===== config.mk =====
export PLATFORM = sky130hd
export DESIGN_NAME = arc4_encrypt_flat
export DESIGN_NICKNAME = d
export VERILOG_FILES = /design/src/rtl/arc4_pkg.sv /design/src/rtl/arc4_encrypt_if.sv /design/src/rtl/arc4_ksa.sv /design/src/rtl/arc4_encrypt.sv /design/src/flat_wrapper.sv
export SDC_FILE = /design/constraint.sdc
export NUM_CORES = 1
export LEC_CHECK = 0
export CAP_MARGIN = 20
export CORE_MARGIN = 4
export CORE_UTILIZATION = 44
export CTS_BUF_LIST = sky130_fd_sc_hd__clkbuf_4
export CTS_CLUSTER_SIZE = 8
export DETAILED_ROUTE_END_ITERATION = 8
export PLACE_DENSITY_LB_ADDON = 0.12
export SLEW_MARGIN = 20
export SYNTH_ARGS = -nofsm -noshare
export SYNTH_HDL_FRONTEND = slang
export SYNTH_SLANG_ARGS = --single-unit

===== constraint.sdc =====
create_clock -name clk -period 4.4 [get_ports clk]
set_input_delay 0.44 -clock clk [delete_from_list [all_inputs] [get_ports clk]]
set_output_delay 0.44 -clock clk [all_outputs]
set_load 0.005 [all_outputs]

===== src/rtl/arc4_pkg.sv =====
// Shared ARC4 definitions: state encoding, key sizing, ASCII bounds and key byte select.
package arc4_pkg;

    typedef enum logic [2:0] {IDLE, RD_LEN, INIT, KSA, PRGA, DONE} state_t;

    localparam int unsigned KEYLEN_DEF = 3;
    localparam int unsigned KEY_MAX    = 16;
    localparam logic [7:0]  ASCII_LO   = 8'h20;
    localparam logic [7:0]  ASCII_HI   = 8'h7E;

    // Key byte k of an nbytes-long big-endian key, right-aligned in a KEY_MAX-byte vector.
    function automatic logic [7:0] key_byte(input logic [8*KEY_MAX-1:0] key,
                                            input int unsigned nbytes,
                                            input int unsigned k);
        return key[8*(nbytes-1-k) +: 8];
    endfunction

endpackage


===== src/rtl/arc4_encrypt_if.sv =====
// Handshake, key and memory-port bundle of the ARC4 encryptor; slave = encryptor side.
interface arc4_encrypt_if #(
    parameter int unsigned KEYLEN = arc4_pkg::KEYLEN_DEF
);
    logic                  en;
    logic                  rdy;
    logic [8*KEYLEN-1:0]   key;
    logic [7:0]            s_addr;
    logic [7:0]            s_rddata;
    logic [7:0]            s_wrdata;
    logic                  s_wren;
    logic [7:0]            pt_addr;
    logic [7:0]            pt_rddata;
    logic [7:0]            ct_addr;
    logic [7:0]            ct_wrdata;
    logic                  ct_wren;
    logic                  err;

    modport master (
        output en, key, s_rddata, pt_rddata,
        input  rdy, s_addr, s_wrdata, s_wren, pt_addr, ct_addr, ct_wrdata, ct_wren, err
    );
    modport slave (
        input  en, key, s_rddata, pt_rddata,
        output rdy, s_addr, s_wrdata, s_wren, pt_addr, ct_addr, ct_wrdata, ct_wren, err
    );
endinterface


===== src/rtl/arc4_ksa.sv =====
// S-box init (S[k]=k, 256 cycles) then key schedule (4 cycles per i: read S[i],
// read S[j], write S[i], write S[j]); done is a one-cycle pulse after the last swap.
module arc4_ksa import arc4_pkg::*; #(
    parameter int unsigned KEYLEN = KEYLEN_DEF
) (
    input  logic                clk,
    input  logic                rst,
    input  logic                en,
    output logic                rdy,
    output logic                done,
    input  logic [8*KEYLEN-1:0] key,
    output logic [7:0]          s_addr,
    output logic [7:0]          s_wrdata,
    output logic                s_wren,
    input  logic [7:0]          s_rddata
);
    state_t state, state_nx;
    logic [1:0] ph;
    logic [7:0] i, j, si, kidx, kb, j_nx;
    logic [8*KEY_MAX-1:0] key_ext;

    assign key_ext = {{(8*(KEY_MAX-KEYLEN)){1'b0}}, key};
    assign kb      = key_byte(key_ext, KEYLEN, 32'(kidx));
    assign j_nx    = j + s_rddata + kb;
    assign rdy     = (state == IDLE);
    assign done    = (state == DONE);

    always_ff @(posedge clk or posedge rst) begin
        if (rst) begin
            state <= IDLE;
            ph    <= '0;
            i     <= '0;
            j     <= '0;
            si    <= '0;
            kidx  <= '0;
        end else begin
            state <= state_nx;
            case (state)
                IDLE: if (en) i <= '0;
                INIT: begin
                    i <= i + 8'd1;
                    if (i == 8'd255) begin
                        j    <= '0;
                        kidx <= '0;
                        ph   <= '0;
                    end
                end
                KSA: begin
                    ph <= ph + 2'd1;
                    if (ph == 2'd1) begin
                        si <= s_rddata;
                        j  <= j_nx;
                    end
                    if (ph == 2'd3) begin
                        i    <= i + 8'd1;
                        kidx <= (kidx == 8'(KEYLEN-1)) ? 8'd0 : kidx + 8'd1;
                    end
                end
                default: ;
            endcase
        end
    end

    always_comb begin
        state_nx = state;
        s_addr   = '0;
        s_wrdata = '0;
        s_wren   = 1'b0;
        case (state)
            IDLE: if (en) state_nx = INIT;
            INIT: begin
                s_addr   = i;
                s_wrdata = i;
                s_wren   = 1'b1;
                if (i == 8'd255) state_nx = KSA;
            end
            KSA: begin
                case (ph)
                    2'd0: s_addr = i;
                    2'd1: s_addr = j_nx;
                    2'd2: begin
                        s_addr   = i;
                        s_wrdata = s_rddata;
                        s_wren   = 1'b1;
                    end
                    default: begin
                        s_addr   = j;
                        s_wrdata = si;
                        s_wren   = 1'b1;
                        if (i == 8'd255) state_nx = DONE;
                    end
                endcase
            end
            default: state_nx = IDLE;
        endcase
    end
endmodule


===== src/rtl/arc4_encrypt.sv =====
// ARC4 encryptor: pt[0]=len -> ct[0]=len, then init/KSA on S and PRGA, ct[k]=pt[k]^pad.
// rdy returns 1282+6*len edges after the accepting edge (1 edge when len=0); PRGA is 6 cycles/byte.
// Define ARC4_ENC_ASCII_CHECK_EN to flag plaintext bytes outside 0x20..0x7E on err.
module arc4_encrypt import arc4_pkg::*; #(
    parameter int unsigned KEYLEN = KEYLEN_DEF,
    parameter int unsigned MAXLEN = 255
) (
    input logic           clk,
    input logic           rst,
    arc4_encrypt_if.slave bus
);
    state_t state, state_nx;
    logic [2:0] ph;
    logic [7:0] len, len_in, k, i, j, si, sj, ptb, i_inc, j_add;
    logic [8*KEYLEN-1:0] key_q;
    logic ksa_en, ksa_rdy, ksa_done, ksa_wren, p_wren;
    logic [7:0] ksa_addr, ksa_wrdata, p_addr, p_wrdata;

    assign len_in = (bus.pt_rddata > 8'(MAXLEN)) ? 8'(MAXLEN) : bus.pt_rddata;
    assign i_inc  = i + 8'd1;
    assign j_add  = j + bus.s_rddata;
    assign bus.rdy = (state == IDLE);

    arc4_ksa #(.KEYLEN(KEYLEN)) u_ksa (
        .clk      (clk),
        .rst      (rst),
        .en       (ksa_en),
        .rdy      (ksa_rdy),
        .done     (ksa_done),
        .key      (key_q),
        .s_addr   (ksa_addr),
        .s_wrdata (ksa_wrdata),
        .s_wren   (ksa_wren),
        .s_rddata (bus.s_rddata)
    );

    // PRGA owns the S port only while it runs; elsewhere the sequencer drives it (idle = zeros).
    assign bus.s_addr   = (state == PRGA) ? p_addr   : ksa_addr;
    assign bus.s_wrdata = (state == PRGA) ? p_wrdata : ksa_wrdata;
    assign bus.s_wren   = (state == PRGA) ? p_wren   : ksa_wren;

    always_ff @(posedge clk or posedge rst) begin
        if (rst) begin
            state <= IDLE;
            ph    <= '0;
            len   <= '0;
            k     <= '0;
            i     <= '0;
            j     <= '0;
            si    <= '0;
            sj    <= '0;
            ptb   <= '0;
            key_q <= '0;
        end else begin
            state <= state_nx;
            case (state)
                IDLE:   if (bus.en) key_q <= bus.key;
                RD_LEN: len <= len_in;
                KSA: if (ksa_done) begin
                    i  <= '0;
                    j  <= '0;
                    k  <= 8'd1;
                    ph <= '0;
                end
                PRGA: begin
                    ph <= (ph == 3'd5) ? 3'd0 : ph + 3'd1;
                    case (ph)
                        3'd0: i <= i_inc;
                        3'd1: begin
                            si  <= bus.s_rddata;
                            j   <= j_add;
                            ptb <= bus.pt_rddata;
                        end
                        3'd2: sj <= bus.s_rddata;
                        3'd5: k  <= k + 8'd1;
                        default: ;
                    endcase
                end
                default: ;
            endcase
        end
    end

    // pt_addr idles at 0, so pt[0] is already on pt_rddata in the RD_LEN cycle.
    always_comb begin
        state_nx      = state;
        ksa_en        = 1'b0;
        p_addr        = '0;
        p_wrdata      = '0;
        p_wren        = 1'b0;
        bus.pt_addr   = '0;
        bus.ct_addr   = '0;
        bus.ct_wrdata = '0;
        bus.ct_wren   = 1'b0;
        case (state)
            IDLE: if (bus.en) state_nx = RD_LEN;
            RD_LEN: begin
                bus.ct_wrdata = len_in;
                bus.ct_wren   = 1'b1;
                if (len_in == 8'd0) begin
                    state_nx = IDLE;
                end else begin
                    ksa_en   = ksa_rdy;
                    state_nx = KSA;
                end
            end
            KSA: if (ksa_done) state_nx = PRGA;
            PRGA: begin
                bus.pt_addr = k;
                case (ph)
                    3'd0: p_addr = i_inc;
                    3'd1: p_addr = j_add;
                    3'd2: begin
                        p_addr   = i;
                        p_wrdata = bus.s_rddata;
                        p_wren   = 1'b1;
                    end
                    3'd3: begin
                        p_addr   = j;
                        p_wrdata = si;
                        p_wren   = 1'b1;
                    end
                    3'd4: p_addr = si + sj;
                    default: begin
                        bus.ct_addr   = k;
                        bus.ct_wrdata = bus.s_rddata ^ ptb;
                        bus.ct_wren   = 1'b1;
                        if (k == len) state_nx = IDLE;
                    end
                endcase
            end
            default: state_nx = IDLE;
        endcase
    end

`ifdef ARC4_ENC_ASCII_CHECK_EN
    logic err_q;
    always_ff @(posedge clk or posedge rst) begin
        if (rst)
            err_q <= 1'b0;
        else if (state == IDLE && bus.en)
            err_q <= 1'b0;
        else if (state == PRGA && ph == 3'd1 &&
                 (bus.pt_rddata < ASCII_LO || bus.pt_rddata > ASCII_HI))
            err_q <= 1'b1;
    end
    assign bus.err = err_q;
`else
    assign bus.err = 1'b0;
`endif
endmodule


===== src/flat_wrapper.sv =====
// flat-port wrapper written by rule: the top's interface ports become plain ports
module arc4_encrypt_flat import arc4_pkg::*;
#(
    parameter int unsigned KEYLEN = KEYLEN_DEF,
    parameter int unsigned MAXLEN = 255
)
  (clk, rst, bus_en, bus_key, bus_s_rddata, bus_pt_rddata, bus_rdy, bus_s_addr, bus_s_wrdata, bus_s_wren, bus_pt_addr, bus_ct_addr, bus_ct_wrdata, bus_ct_wren, bus_err);
  arc4_encrypt_if #(.KEYLEN(KEYLEN)) bus_i ();
  input logic clk;
  input logic rst;
  input wire logic [$bits(bus_i.en)-1:0] bus_en;
  input wire logic [$bits(bus_i.key)-1:0] bus_key;
  input wire logic [$bits(bus_i.s_rddata)-1:0] bus_s_rddata;
  input wire logic [$bits(bus_i.pt_rddata)-1:0] bus_pt_rddata;
  output wire logic [$bits(bus_i.rdy)-1:0] bus_rdy;
  output wire logic [$bits(bus_i.s_addr)-1:0] bus_s_addr;
  output wire logic [$bits(bus_i.s_wrdata)-1:0] bus_s_wrdata;
  output wire logic [$bits(bus_i.s_wren)-1:0] bus_s_wren;
  output wire logic [$bits(bus_i.pt_addr)-1:0] bus_pt_addr;
  output wire logic [$bits(bus_i.ct_addr)-1:0] bus_ct_addr;
  output wire logic [$bits(bus_i.ct_wrdata)-1:0] bus_ct_wrdata;
  output wire logic [$bits(bus_i.ct_wren)-1:0] bus_ct_wren;
  output wire logic [$bits(bus_i.err)-1:0] bus_err;
  assign bus_i.en = bus_en;
  assign bus_i.key = bus_key;
  assign bus_i.s_rddata = bus_s_rddata;
  assign bus_i.pt_rddata = bus_pt_rddata;
  assign bus_rdy = bus_i.rdy;
  assign bus_s_addr = bus_i.s_addr;
  assign bus_s_wrdata = bus_i.s_wrdata;
  assign bus_s_wren = bus_i.s_wren;
  assign bus_pt_addr = bus_i.pt_addr;
  assign bus_ct_addr = bus_i.ct_addr;
  assign bus_ct_wrdata = bus_i.ct_wrdata;
  assign bus_ct_wren = bus_i.ct_wren;
  assign bus_err = bus_i.err;
  arc4_encrypt #(.KEYLEN(KEYLEN), .MAXLEN(MAXLEN)) u_core (.clk(clk), .rst(rst), .bus(bus_i));
endmodule

# Word-level counts from Yosys, hierarchy flattened
# Index checks and enable logic that the tools add are counted.
# word_totals
regBits	123
in_bits	43
wordCells	142
# classes
add_sub_neg	11
magnitude_cmp	1
n_eq_ne	30
n_shift	1
muxes	55
bitwise_logic	1
n_reduce_logical	27
# ops
cell	count
$pmux 8 s2	11
$mux 8	18
$shiftx 128x33->8	1
$pmux 8 s5	1
$add 8x1->8 const B	4
$add 8x8->8	4
$mux 3	10
$pmux 8 s3	1
$ne 2x2->1 const B	11
$reduce_and 3->1	6
$eq 3x2->1 const B	5
$eq 3x3->1 const B	4
$pmux 3 s4	1
$reduce_and 2->1	6
$logic_not 3->1	3
$pmux 3 s3	1
$sub 2x8->9 const A	1
$eq 8x2->1 const B	1
$eq 8x8->1	1
$eq 8x8->1 const B	1
$gt 8x8->1 const B	1
$logic_not 8->1	1
$reduce_and 4->1	2
$xor 8x8->8	1
other kinds (17)	30

# Logic depth before layout (Yosys ltp)
# depth
word_depth	7
mapped_depth	20
mapped_depth_nobuf	17

# Modules after synthesis
# A second synthesis with hierarchy kept.
# unflattened
hier_cells	898
hier_area_um2	7925.1
# by_module_without_submodules
mod	instances	cells_each	area_each_um2	seq_area_each_um2
arc4_encrypt	1	553	5028.6	2152.1
arc4_ksa	1	345	2896.5	925.9

# Worst setup path before layout
# No wires, ideal clock.
# synth_path
path_type	register to output
from	register u_core.u_ksa.kidx[0]
to	output port bus_s_addr[7]
arrival_time_ns	3.650
t_required_ns	3.960
slack_ns	0.310
path_stages_with_launch	20
n_path_buf	3
cell_sequence	dfrtp_1 -> buf_2 -> clkbuf_1 -> inv_1 -> ha_1 -> buf_2 -> mux2i_1 -> o21ai_0 -> and2_1 -> fa_1 -> ha_1 -> inv_1 -> fa_1 -> nor2b_1 -> o21ai_0 -> nand2b_1 -> a31oi_1 -> xnor2_1 -> o31a_1 -> o21ai_1
# synth_between
elab_chain_cells	6
# synth_lines
item	line_no	rtl
from (decl)	arc4_ksa.sv:19	logic [7:0] i, j, si, kidx, kb, j_nx;
from (signal assigned)	arc4_ksa.sv:56	kidx <= (kidx == 8'(KEYLEN-1)) ? 8'd0 : kidx + 8'd1;
$sub 2x8->9	arc4_pkg.sv:15	return key[8*(nbytes-1-k) +: 8];
$shiftx 128x33->8	arc4_pkg.sv:15	
$add 8x8->8	arc4_ksa.sv:24	assign j_nx = j + s_rddata + kb;
$pmux 8 s2	arc4_ksa.sv:78	case (ph)
$pmux 8 s2	arc4_ksa.sv:69	case (state)
$mux 8	arc4_encrypt.sv:38	assign bus.s_addr = (state == PRGA) ? p_addr : ksa_addr;
to (decl)	flat_wrapper.sv:16	output wire logic [$bits(bus_i.s_addr)-1:0] bus_s_addr;
# No other way between the ends.

# Worst setup path in the final report
# Ends and elaborated chain as after synthesis.

==> impl_metrics.yaml <==
critical_path:
  cp_max_fo: 7
  rr_endpoint: "u_core.u_ksa.j[6]"
  ff2ff_path_depth: 15
  endpoint_kind: "output port"
  critical_path_required_ns: 3.96
  startpoint_type: "flip-flop"
  r2r-start: "u_core.u_ksa.kidx[0]"
  worstPathArrival_ns: 4.10
  reg2reg_slack_ns: 1.02
  setup.worst_path.class: "reg2out"
pwr:
  vdd_drop_max_mv: 0.172
  p_total_uw: 2130
  power_density_nw_per_um2: 225
  leakagePower_uw: 0.00417
global_routing:
  gr-max-usage-layer: "met2"
  grt_usage: 0.228
  grt_use_met1: 0.294
  grt_overflow_total: 0
  grt_max_degree: 75
  grt_pass1_vias: 6548
  met3_usage: 0.0475
  antenna_found_initial: 1
  grt_use_met2: 0.393
  grt_pass1_wl_um: 35500
synth:
  synth_seq_cells: 123
  syn_inst: 866
  synth_cell_type_count: 68
  synth_area_leaders: "dfrtp_1 40%, nand2_1 7.6%, o21ai_0 6.0%"
  synth-seq-area-share: 0.398
  synth_area_um2: 7740
  yosysTopAreaCellShare: 0.398
  yosys_warnings: 0
  synth_enable_flop_cells: 0
  ys.flop_type: "dfrtp_1"
  syn_avg_cell_area_um2: 8.93
  syn_nets: 949
  yosysTopAreaCell: "dfrtp_1"
  async_flop_share: 1.00
clock_tree:
  cts_tree: "built"
  cts-root-buf: "clkbuf_4"
  h-tree-depth: 4
  cts_buffers: 17
  cts_buffer_depth: 2
  path_clk_slew_ns: 0.13
  cts.sinks: 123
  clk_latency_ns: 0.54
  holdBufCountCts: 0
timing:
  final.setup.worst_slack_ns: -0.136
  post-route-min-period_ns: 4.54
  fmax_ghz: 0.220
  clock_skew_ns: 0.0212
  hold_viol: 0
  rsz0062_at_grt: "true"
  hold-worst-slack_ns: 0.463
  worst_slew_pin_slew_ns: 1.06
  relSlewSlack: 0.291
  period_share: 1.03
  drv_slew: 0
  setup_viol: 6
outcome:
  failed_checks: "negative setup slack"
  outcome: "finished with violations"
finish:
  area_delta_synth_final_pct: 22.1
  num-fill-cells: 1578
  drive_gt1_frac: 0.152
  nets: 1059
  fin_area_um2: 9450
  layout_commonest_cell: "nand2_1"
  final_cell_mix: "156 x nand2_1, 123 x dfrtp_1, 88 x o21ai_0, 78 x clkdlybuf4s50_1, 46 x nor2_1"
route:
  first_pass_iters: 5
  routed_wl_um: 22400
  postRouteAntennaNets: 0
  wl_per_cell_um: 18.4
  num_vias: 6721
  drc: 0
  routed_via_density: 5.53
  initialDrtViolationCount: 505
floorplanning:
  fp.coreArea_um2: 17200
  die_area_um2: 19800
  ios: 87
  die_w_um: 141
  fp.dieH_um: 141
  rows: 48
  start_util: 0.449
min_path:
  hold_path_class: "in2async"
place:
  portBuffers: 85
  place_congestion: 0.902
  placed_area_um2: 8940
  dp_hpwl_um: 16300
flow_run:
  cap_violations: 0
==> cells in the mapped netlist, types with 4 or more instances <==
| cell | count |
|---|---|
| nand2_1 | 156 |
| dfrtp_1 | 123 |
| o21ai_0 | 93 |
| nor2_1 | 46 |
| clkbuf_1 | 34 |
| xnor2_1 | 34 |
| mux2_2 | 32 |
| ha_1 | 30 |
| inv_1 | 30 |
| and3_1 | 23 |
| nand3_1 | 19 |
| a21oi_1 | 18 |
| xor2_1 | 18 |
| a22oi_1 | 13 |
| and2_1 | 13 |
| o211ai_1 | 13 |
| o22ai_1 | 12 |
| mux2i_1 | 11 |
| fa_1 | 10 |
| nor2b_1 | 10 |
| o31ai_1 | 10 |
| nand4_1 | 9 |
| a21o_1 | 8 |
| o21ai_1 | 8 |
| a22o_1 | 7 |
| nand2b_1 | 7 |
| buf_2 | 6 |
| a31oi_1 | 5 |
| nor3_1 | 5 |
| or3_1 | 5 |
| a211oi_1 | 4 |
| nor4_1 | 4 |
==> area by class of cell <==
cell class	instances	area, µm²	share of cell area
Tap cell	225	282	0.0298
Inverter	30	115	0.0122
Timing Repair Buffer	133	1190	0.126
Antenna cell	1	2.50	0.000265
Clock buffer	17	128	0.0135
Clock inverter	15	165	0.0175
Multi-Input combinational cell	671	4490	0.475
Sequential cell	123	3080	0.326
==> metal layers <==
layer | up-vias | wire length (µm) | share of wire
met2 | 161 | 11400 | 0.51
met3 | 29 | 836 | 0.037
met5 | - | 0 | 0
met1 | 3258 | 9720 | 0.43
li1 | 3273 | - | -
met4 | 0 | 498 | 0.022
==> power by group <==
part	internal [µW]	switching (µW)	leakage [µW]
registers	1130	1.39	0.00149
logic	72.4	82.1	0.00252
clock network	348	493	0.000153
total	1550	577	0.00417
==> cell families (layout without fill, tap and decap cells) <==
kind of cell,Yosys count,count (layout),share of synthesized area
simple gates,318,318,0.194
fa+ha+maj,40,40,0.0744
compound gates,217,217,0.178
buf+inv,72,195,0.0364
flops,123,123,0.398
xor+xnor,52,52,0.0589
other cells,1,2,0.000485
mux,43,43,0.0608
==> worst max-delay path by stage <==
stage	startpoint	depth (start not counted)	to
2_1_floorplan	u_core.u_ksa.kidx[0]	19	bus_s_addr[7]
4_1_cts	u_core.u_ksa.kidx[0]	18	bus_s_addr[7]
6_report	u_core.u_ksa.kidx[0]	18	bus_s_addr[7]
5_1_grt	u_core.u_ksa.kidx[1]	18	bus_s_addr[7]
3_5_place_dp	u_core.u_ksa.kidx[0]	17	bus_s_addr[7]
3_3_place_gp	u_core.u_ksa.kidx[0]	17	bus_s_addr[7]
==> registers in the layout (all words and copies together), names as in the netlist <==
register / cells
u_core.state: 3
u_core.u_ksa.ph: 2
u_core.u_ksa.i: 8
u_core.i: 8
u_core.u_ksa.si: 8
u_core.ptb: 8
u_core.j: 8
u_core.len: 8
u_core.ph: 3
u_core.k: 8
u_core.sj: 8
u_core.u_ksa.kidx: 8
u_core.si: 8
u_core.u_ksa.j: 8
u_core.key_q: 24
u_core.u_ksa.state: 3
==> worst max-delay path, stage by stage, from the launching register on <==
cell      delay, ns
dfrtp_1        0.42
ha_2           0.20
buf_6          0.12
or3b_4         0.38
o22ai_4        0.16
or2_4          0.17
and2_4         0.14
fa_1           0.42
ha_2           0.21
inv_2          0.05
fa_2           0.19
nor2b_1        0.05
o21ai_1        0.12
nand2b_1       0.11
a31oi_1        0.22
xnor2_1        0.10
o31a_1         0.25
o21ai_1        0.12
buf_2          0.14
==> per-stage QoR <==
stage	utilization	setup WS (ns)	instances	setup TNS (ns)
4_1_cts	0.544	-0.212	1211	-0.624
5_1_grt	0.548	-0.401	1215	-1.80
2_1_floorplan	-	0.310	866	0
3_3_place_gp	0.519	-0.0843	1166	-0.112
3_5_place_dp	0.519	-0.135	1166	-0.299
6_report	0.548	-0.136	1215	-0.395
==> timing repair <==
action	4_1_cts	5_1_grt
pin swaps	19	14
setup buffers	13	3
endpoints found under the setup margin	7	7
gates resized for setup	43	14
Note: power is estimated with default switching activity, not from simulation.
